==> src/rtl/emtf_axi_pkg.sv <==
// Shared constants and types for the EMTF AXI RAM slave controller.
package emtf_axi_pkg;

  localparam logic [1:0] RESP_OKAY   = 2'b00;
  localparam logic [1:0] RESP_SLVERR = 2'b10;

  localparam logic [1:0] FIXED = 2'b00;
  localparam logic [1:0] INCR  = 2'b01;
  localparam logic [1:0] WRAP  = 2'b10;

  typedef enum logic [2:0] {
    IDLE     = 3'd0,
    WR_DATA  = 3'd1,
    WR_RESP  = 3'd2,
    RD_ISSUE = 3'd3,
    RD_DATA  = 3'd4
  } ctrl_state_e;

endpackage

==> src/rtl/axi_burst_addr.sv <==
// Burst address/beat tracker shared by the write and read channels.
module axi_burst_addr
  import emtf_axi_pkg::*;
#(
  parameter int unsigned AW = 10
) (
  input  logic          clk,
  input  logic          rst_n,
  input  logic          load,
  input  logic [AW-1:0] start_addr,
  input  logic [7:0]    len,
  input  logic [1:0]    burst,
  input  logic          step,
  output logic [AW-1:0] addr,
  output logic [7:0]    beat,
  output logic          last_c
);

  logic [7:0] len_q;
  logic [1:0] burst_q;

  assign last_c = (beat == len_q);

  // FIXED holds the word; INCR, WRAP and the reserved code all step +1 mod depth
  always_ff @(posedge clk or negedge rst_n) begin
    if (!rst_n) begin
      addr    <= '0;
      beat    <= '0;
      len_q   <= '0;
      burst_q <= FIXED;
    end else if (load) begin
      addr    <= start_addr;
      beat    <= '0;
      len_q   <= len;
      burst_q <= burst;
    end else if (step) begin
      beat <= beat + 8'd1;
      if (burst_q != FIXED) addr <= addr + AW'(1);
    end
  end

endmodule

==> src/rtl/axi_ram_slave_ctrl.sv <==
// Single-outstanding AXI slave sequencing write/read bursts onto one
// single-port synchronous RAM; a waiting write beats a waiting read at IDLE.
module axi_ram_slave_ctrl
  import emtf_axi_pkg::*;
#(
  parameter int unsigned DW        = 64,
  parameter int unsigned AW        = 10,
  parameter int unsigned BASE_BITS = 32
) (
  input  logic                 s_aclk,
  input  logic                 s_aresetn,
  input  logic [5:0]           awid,
  input  logic [BASE_BITS-1:0] awaddr,
  input  logic [7:0]           awlen,
  input  logic [2:0]           awsize,
  input  logic [1:0]           awburst,
  input  logic                 awvalid,
  output logic                 awready,
  input  logic [DW-1:0]        wdata,
  input  logic [DW/8-1:0]      wstrb,
  input  logic                 wlast,
  input  logic                 wvalid,
  output logic                 wready,
  output logic [5:0]           bid,
  output logic [1:0]           bresp,
  output logic                 bvalid,
  input  logic                 bready,
  input  logic [5:0]           arid,
  input  logic [BASE_BITS-1:0] araddr,
  input  logic [7:0]           arlen,
  input  logic [2:0]           arsize,
  input  logic [1:0]           arburst,
  input  logic                 arvalid,
  output logic                 arready,
  output logic [5:0]           rid,
  output logic [DW-1:0]        rdata,
  output logic [1:0]           rresp,
  output logic                 rlast,
  output logic                 rvalid,
  input  logic                 rready,
  output logic                 ram_en,
  output logic [DW/8-1:0]      ram_we,
  output logic [AW-1:0]        ram_addr,
  output logic [DW-1:0]        ram_wdata,
  input  logic [DW-1:0]        ram_rdata
);

  localparam int unsigned NB  = DW / 8;
  localparam int unsigned OFF = $clog2(NB);

  ctrl_state_e   state_q, state_d;
  logic [5:0]    id_q;
  logic          err_q;
  logic [DW-1:0] rdata_q;
  logic          rd_held_q;

  logic          aw_hs, ar_hs, step;
  logic [AW-1:0] cur_addr, ld_addr;
  logic [7:0]    beat, ld_len;
  logic [1:0]    ld_burst;
  logic          last, ld_err;
  logic [DW-1:0] rd_fresh;
  logic          unused_ok;

  assign unused_ok = ^{awsize, arsize, awaddr[OFF-1:0], araddr[OFF-1:0], beat};

  assign aw_hs    = awvalid && awready;
  assign ar_hs    = arvalid && arready;
  assign ld_addr  = aw_hs ? awaddr[OFF+AW-1:OFF] : araddr[OFF+AW-1:OFF];
  assign ld_len   = aw_hs ? awlen : arlen;
  assign ld_burst = aw_hs ? awburst : arburst;
  assign ld_err   = aw_hs ? (awaddr[BASE_BITS-1:OFF+AW] != '0)
                          : (araddr[BASE_BITS-1:OFF+AW] != '0);
  assign rd_fresh = err_q ? '0 : ram_rdata;

  axi_burst_addr #(.AW(AW)) u_burst_addr (
    .clk        (s_aclk),
    .rst_n      (s_aresetn),
    .load       (aw_hs || ar_hs),
    .start_addr (ld_addr),
    .len        (ld_len),
    .burst      (ld_burst),
    .step       (step),
    .addr       (cur_addr),
    .beat       (beat),
    .last_c     (last)
  );

  always_ff @(posedge s_aclk or negedge s_aresetn) begin
    if (!s_aresetn) state_q <= IDLE;
    else            state_q <= state_d;
  end

  // Ready gating on s_aresetn keeps every output low while reset is held
  always_comb begin
    state_d   = state_q;
    awready   = 1'b0;
    arready   = 1'b0;
    wready    = 1'b0;
    bvalid    = 1'b0;
    bid       = '0;
    bresp     = RESP_OKAY;
    rvalid    = 1'b0;
    rid       = '0;
    rresp     = RESP_OKAY;
    rlast     = 1'b0;
    rdata     = '0;
    ram_en    = 1'b0;
    ram_we    = '0;
    ram_addr  = '0;
    ram_wdata = '0;
    step      = 1'b0;
    case (state_q)
      IDLE: begin
        awready = s_aresetn;
        arready = s_aresetn && !awvalid;
        if (awvalid && s_aresetn)      state_d = WR_DATA;
        else if (arvalid && s_aresetn) state_d = RD_ISSUE;
      end
      WR_DATA: begin
        wready = 1'b1;
        if (wvalid) begin
          ram_en    = 1'b1;
          ram_we    = err_q ? '0 : wstrb;
          ram_addr  = cur_addr;
          ram_wdata = wdata;
          step      = 1'b1;
          if (last) state_d = WR_RESP;
        end
      end
      WR_RESP: begin
        bvalid = 1'b1;
        bid    = id_q;
        bresp  = err_q ? RESP_SLVERR : RESP_OKAY;
        if (bready) state_d = IDLE;
      end
      RD_ISSUE: begin
        ram_en   = 1'b1;
        ram_addr = cur_addr;
        state_d  = RD_DATA;
      end
      RD_DATA: begin
        rvalid = 1'b1;
        rid    = id_q;
        rresp  = err_q ? RESP_SLVERR : RESP_OKAY;
        rlast  = last;
        rdata  = rd_held_q ? rdata_q : rd_fresh;
        if (rready) begin
          if (last) begin
            state_d = IDLE;
          end else begin
            step    = 1'b1;
            state_d = RD_ISSUE;
          end
        end
      end
      default: state_d = IDLE;
    endcase
  end

  // RAM data is only guaranteed in the first RD_DATA cycle; hold it for stalls
  always_ff @(posedge s_aclk or negedge s_aresetn) begin
    if (!s_aresetn) begin
      id_q      <= '0;
      err_q     <= 1'b0;
      rdata_q   <= '0;
      rd_held_q <= 1'b0;
    end else begin
      if (aw_hs) begin
        id_q  <= awid;
        err_q <= ld_err;
      end else if (ar_hs) begin
        id_q  <= arid;
        err_q <= ld_err;
      end else if (state_q == WR_DATA && wvalid) begin
        err_q <= err_q | (wlast != last);
      end
      if (state_q == RD_DATA && !rd_held_q) rdata_q <= rd_fresh;
      rd_held_q <= (state_q == RD_DATA) && (state_d == RD_DATA);
    end
  end

endmodule
==> config.mk <==
export PLATFORM = sky130hd
export DESIGN_NAME = axi_ram_slave_ctrl
export DESIGN_NICKNAME = d
export VERILOG_FILES = /design/src/rtl/emtf_axi_pkg.sv /design/src/rtl/axi_burst_addr.sv /design/src/rtl/axi_ram_slave_ctrl.sv
export SDC_FILE = /design/constraint.sdc
export NUM_CORES = 1
export LEC_CHECK = 0
export BUFFER_PORTS_ARGS = -buffer_cell sky130_fd_sc_hd__clkbuf_2
export CORE_AREA = 8 8 157 159
export DETAILED_ROUTE_END_ITERATION = 8
export DIE_AREA = 0 0 165 167
export GPL_TIMING_DRIVEN = 0
export PLACE_DENSITY = 0.64
export SLEW_MARGIN = 20
export SYNTH_ARGS = -nofsm -noshare
export SYNTH_HDL_FRONTEND = slang
export SYNTH_HIERARCHICAL = 1
export SYNTH_SLANG_ARGS = --single-unit
export TNS_END_PERCENT = 5
==> constraint.sdc <==
create_clock -name s_aclk -period 3 [get_ports s_aclk]
set_input_delay 0.45 -clock s_aclk [delete_from_list [all_inputs] [get_ports s_aclk]]
set_output_delay 0.45 -clock s_aclk [all_outputs]
set_load 0.01 [all_outputs]
==> flow_metrics.py <==
metrics = {
    "sta": {
        "finalMaxSlewViolations": 0,
        "rsz0062_at_grt": "false",
        "worst_pin_slew_ps": 1030,
        "hold_viol": 0,
        "setup_ws_ps": 219,
        "relSlewSlack_pct": 31.0,
        "setup_viol_count_final": 0,
        "period_needed_ps": 2780,
        "fin_setup_tns_ps": 0,
        "fmax_ghz": 0.360,
        "clock_skew_ps": 13.7,
        "finalCritPeriodShare_pct": 92.7,
    },
    "finish": {
        "drive_above_1_share_pct": 49.6,
        "finalNonFillerCells": 1278,
        "final_core_utilization_pct": 39.5,
        "layout.nets": 1234,
        "fillers": 2236,
        "syn2layout_area_growth_pct": 46.2,
    },
    "clock_tree": {
        "cts_tree": "built",
        "cts_max_level": 3,
        "numCtsBuffers": 9,
        "clkTransAtPathRegs_ps": 80,
        "clock_tree.root_cell": "clkbuf_16",
        "clock_sinks": 103,
        "clock_latency_ps": 350,
        "cts_max_path_buffers": 2,
    },
    "worst_setup_path": {
        "worst-path-stages": 5,
        "arrival_ps": 2330,
        "reg2reg_depth": 8,
        "critPathRequiredTime_ps": 2550,
        "cp_top_family": "buffers and inverters",
        "crit_type": "flop to primary output",
        "endpoint_kind": "primary output",
        "slowest_stage": "dfrtp_1",
        "cpPeakStageDelay_ps": 500,
        "cp-start-kind": "flop",
        "cp_max_fo": 10,
        "critPathBufInv": 3,
        "path_cells": "nor3b_2 -> buf_2 -> clkbuf_1 -> and3_1 -> clkbuf_2",
    },
    "power": {
        "powerDensity_nw_per_um2": 616,
        "p_int_mw": 3.43,
        "leakage_nw": 4.92,
        "p_sw_mw": 1.97,
        "power.share.sequential_pct": 37.1,
        "peakVddDrop_mv": 0.256,
        "clkPwrFrac_pct": 24.5,
        "swShare_pct": 36.5,
        "p_comb_share_pct": 38.4,
    },
    "status": {
        "status": "finished clean",
    },
    "routing": {
        "drcViolationCount": 0,
        "ant_nets": 0,
        "drt-initial-drc-count": 506,
        "routedWlPerCell_um": 19.7,
        "vias": 6214,
        "dr.pass1.iters": 5,
        "viasPerCell": 4.86,
        "wirelength_mm": 25.1,
    },
    "grt": {
        "grt_usage_pct": 17.6,
        "grt_remaining_overflow": 0,
        "antenna_found_initial": 6,
        "first_global_vias": 6441,
        "grt_max_degree": 62,
        "grt_pass1_wl_mm": 38.2,
    },
    "yosys": {
        "yosys_warnings": 6,
        "synth_edf_count": 0,
        "ys_seq_area_share_pct": 43.0,
        "syn_avg_cell_area_um2": 10.5,
        "ys_async_sr_fraction_pct": 100,
        "yosys-top-cells-area": "dfrtp_1 43%, a22o_1 19%, and3_1 6.7%",
        "synth_flop_cell": "dfrtp_1",
        "synth_seq_cells": 103,
        "yosysUniqueCellTypes": 52,
        "syn-cell-area_um2": 6000,
        "synth_largest_area_cell": "dfrtp_1",
        "synthCells": 570,
        "synth_top_area_share_pct": 43.0,
        "synthTopCellsByCount": "129 x a22o_1, 103 x dfrtp_1, 64 x and3_1",
        "synth.most_common_cell": "a22o_1",
    },
    "flow_run": {
        "maxCapViolations": 0,
    },
    "floorplan": {
        "die_width_um": 165,
        "core_um2": 22200,
        "chipHeight_um": 167,
        "ios": 415,
        "start_util_pct": 27.0,
        "die-area_um2": 27600,
        "rows": 55,
    },
    "place": {
        "post-dp-hpwl_mm": 20.6,
        "dp_cells": 1257,
        "portBuffers": 400,
        "place.gp.congestion": 0.885,
        "place_ws_ps": -225,
    },
    "worst_hold_path": {
        "hp-class": "primary input to asynchronous set/reset pin",
    },
}
final timing paths:
| check | startpoint | to | slack, ps |
|---|---|---|---|
| worst max register to register | state_q[1] | u_burst_addr/addr[9] | 310 |
| worst min register to register | rdata_q[50] | rdata_q[50] | 510 |
| min in group s_aclk | ram_rdata[10] | rdata_q[10] | 330 |
| max in group asynchronous | s_aresetn | id_q[4] | 2350 |
| worst min-delay path | s_aresetn | rdata_q[20] | 40 |
| worst max-delay path | state_q[0] | ram_wdata[26] | 220 |
registers in the layout, summed over array words and instances (netlist names):
signal	cells
rdata_q	64
u_burst_addr/len_q	8
err_q	1
id_q	6
state_q	3
rd_held_q	1
u_burst_addr/addr	10
u_burst_addr/burst_q	2
u_burst_addr/beat	8
power groups by stage:
stage / combinational, mW / clock (mW) / sequential [mW]
final: 2.08 / 1.32 / 2.01
after global routing: 2.29 / 1.44 / 2.06
after CTS: 2.06 / 1.38 / 2.00
after detailed placement: 2.05 / 0 / 2.02
after global placement: 2.02 / 0 / 2.01
after floorplan: 1.28 / 0 / 1.94
layer usage:
| metal | vias up | global-route usage (%) | wire (um) |
|---|---|---|---|
| met3 | 31 | 6.48 | 2680 |
| met4 | 8 | 3.72 | 267 |
| li1 | 3008 | - | - |
| met2 | 293 | 26.6 | 11100 |
| met5 | - | 0 | 49 |
| met1 | 2874 | 23.5 | 11000 |
layout make-up:
cell class / count / area (um2) / share of cell area, %
flip-flops and latches: 103 / 2580 / 29.4
multi-input cells: 407 / 3140 / 35.7
clock inverters: 7 / 114 / 1.30
repair buffers: 404 / 2060 / 23.5
inverters: 7 / 26.3 / 0.299
plain buffers: 54 / 274 / 3.12
clock buffers: 9 / 225 / 2.57
diodes: 2 / 5.00 / 0.0570
well taps: 285 / 357 / 4.06
cell families (layout without fill, tap and decap cells):
logic type,Yosys count,count (layout),share of synthesized area (%)
AO/OA/AOI/OAI,170,170,23.5
XOR/XNOR,15,15,2.19
adder cells (fa/ha/maj),2,2,0.417
buffers and inverters,61,481,4.96
flip-flops,103,103,43.0
multiplexers,38,38,7.78
other,1,4,0.0625
AND/OR/NAND/NOR,180,180,18.1
layout by cell type (no fill, tap or decap), drive strengths merged, types with 3 or more instances in the layout:
master and count:
a21oi 13, a22o 129, a31oi 3, and2 36
and3 64, buf 35, clkbuf 432, clkinv 3
dfrtp 103, inv 9, mux2 30, mux2i 8
nand2 13, nand3 7, nand4 8, nor2 19
nor2b 3, nor3 3, nor3b 3, nor4 9
o211ai 4, o21ai 7, o31ai 3, or3 3
or4 5, xnor2 9, xor2 6
metrics by stage:
stage | instance area [um2] | hold slack [ps] | total power, mW
floorplan | 6000 | 154 | 3.22
global placement | 8360 | 488 | 4.03
detailed placement | 8400 | 411 | 4.07
CTS | 8740 | 26.8 | 5.44
global route | 8770 | 37.8 | 5.79
finish | 8770 | 36.2 | 5.40
timing repair:
| item | in CTS | in global routing |
|---|---|---|
| buffers inserted | 0 | 3 |
| hold buffers | 0 | 0 |
| setup endpoints to repair | 0 | 54 |
| hold endpoints to repair | 0 | 0 |
| resized for setup | 0 | 2 |
Note: power is estimated with default switching activity, not from simulation.
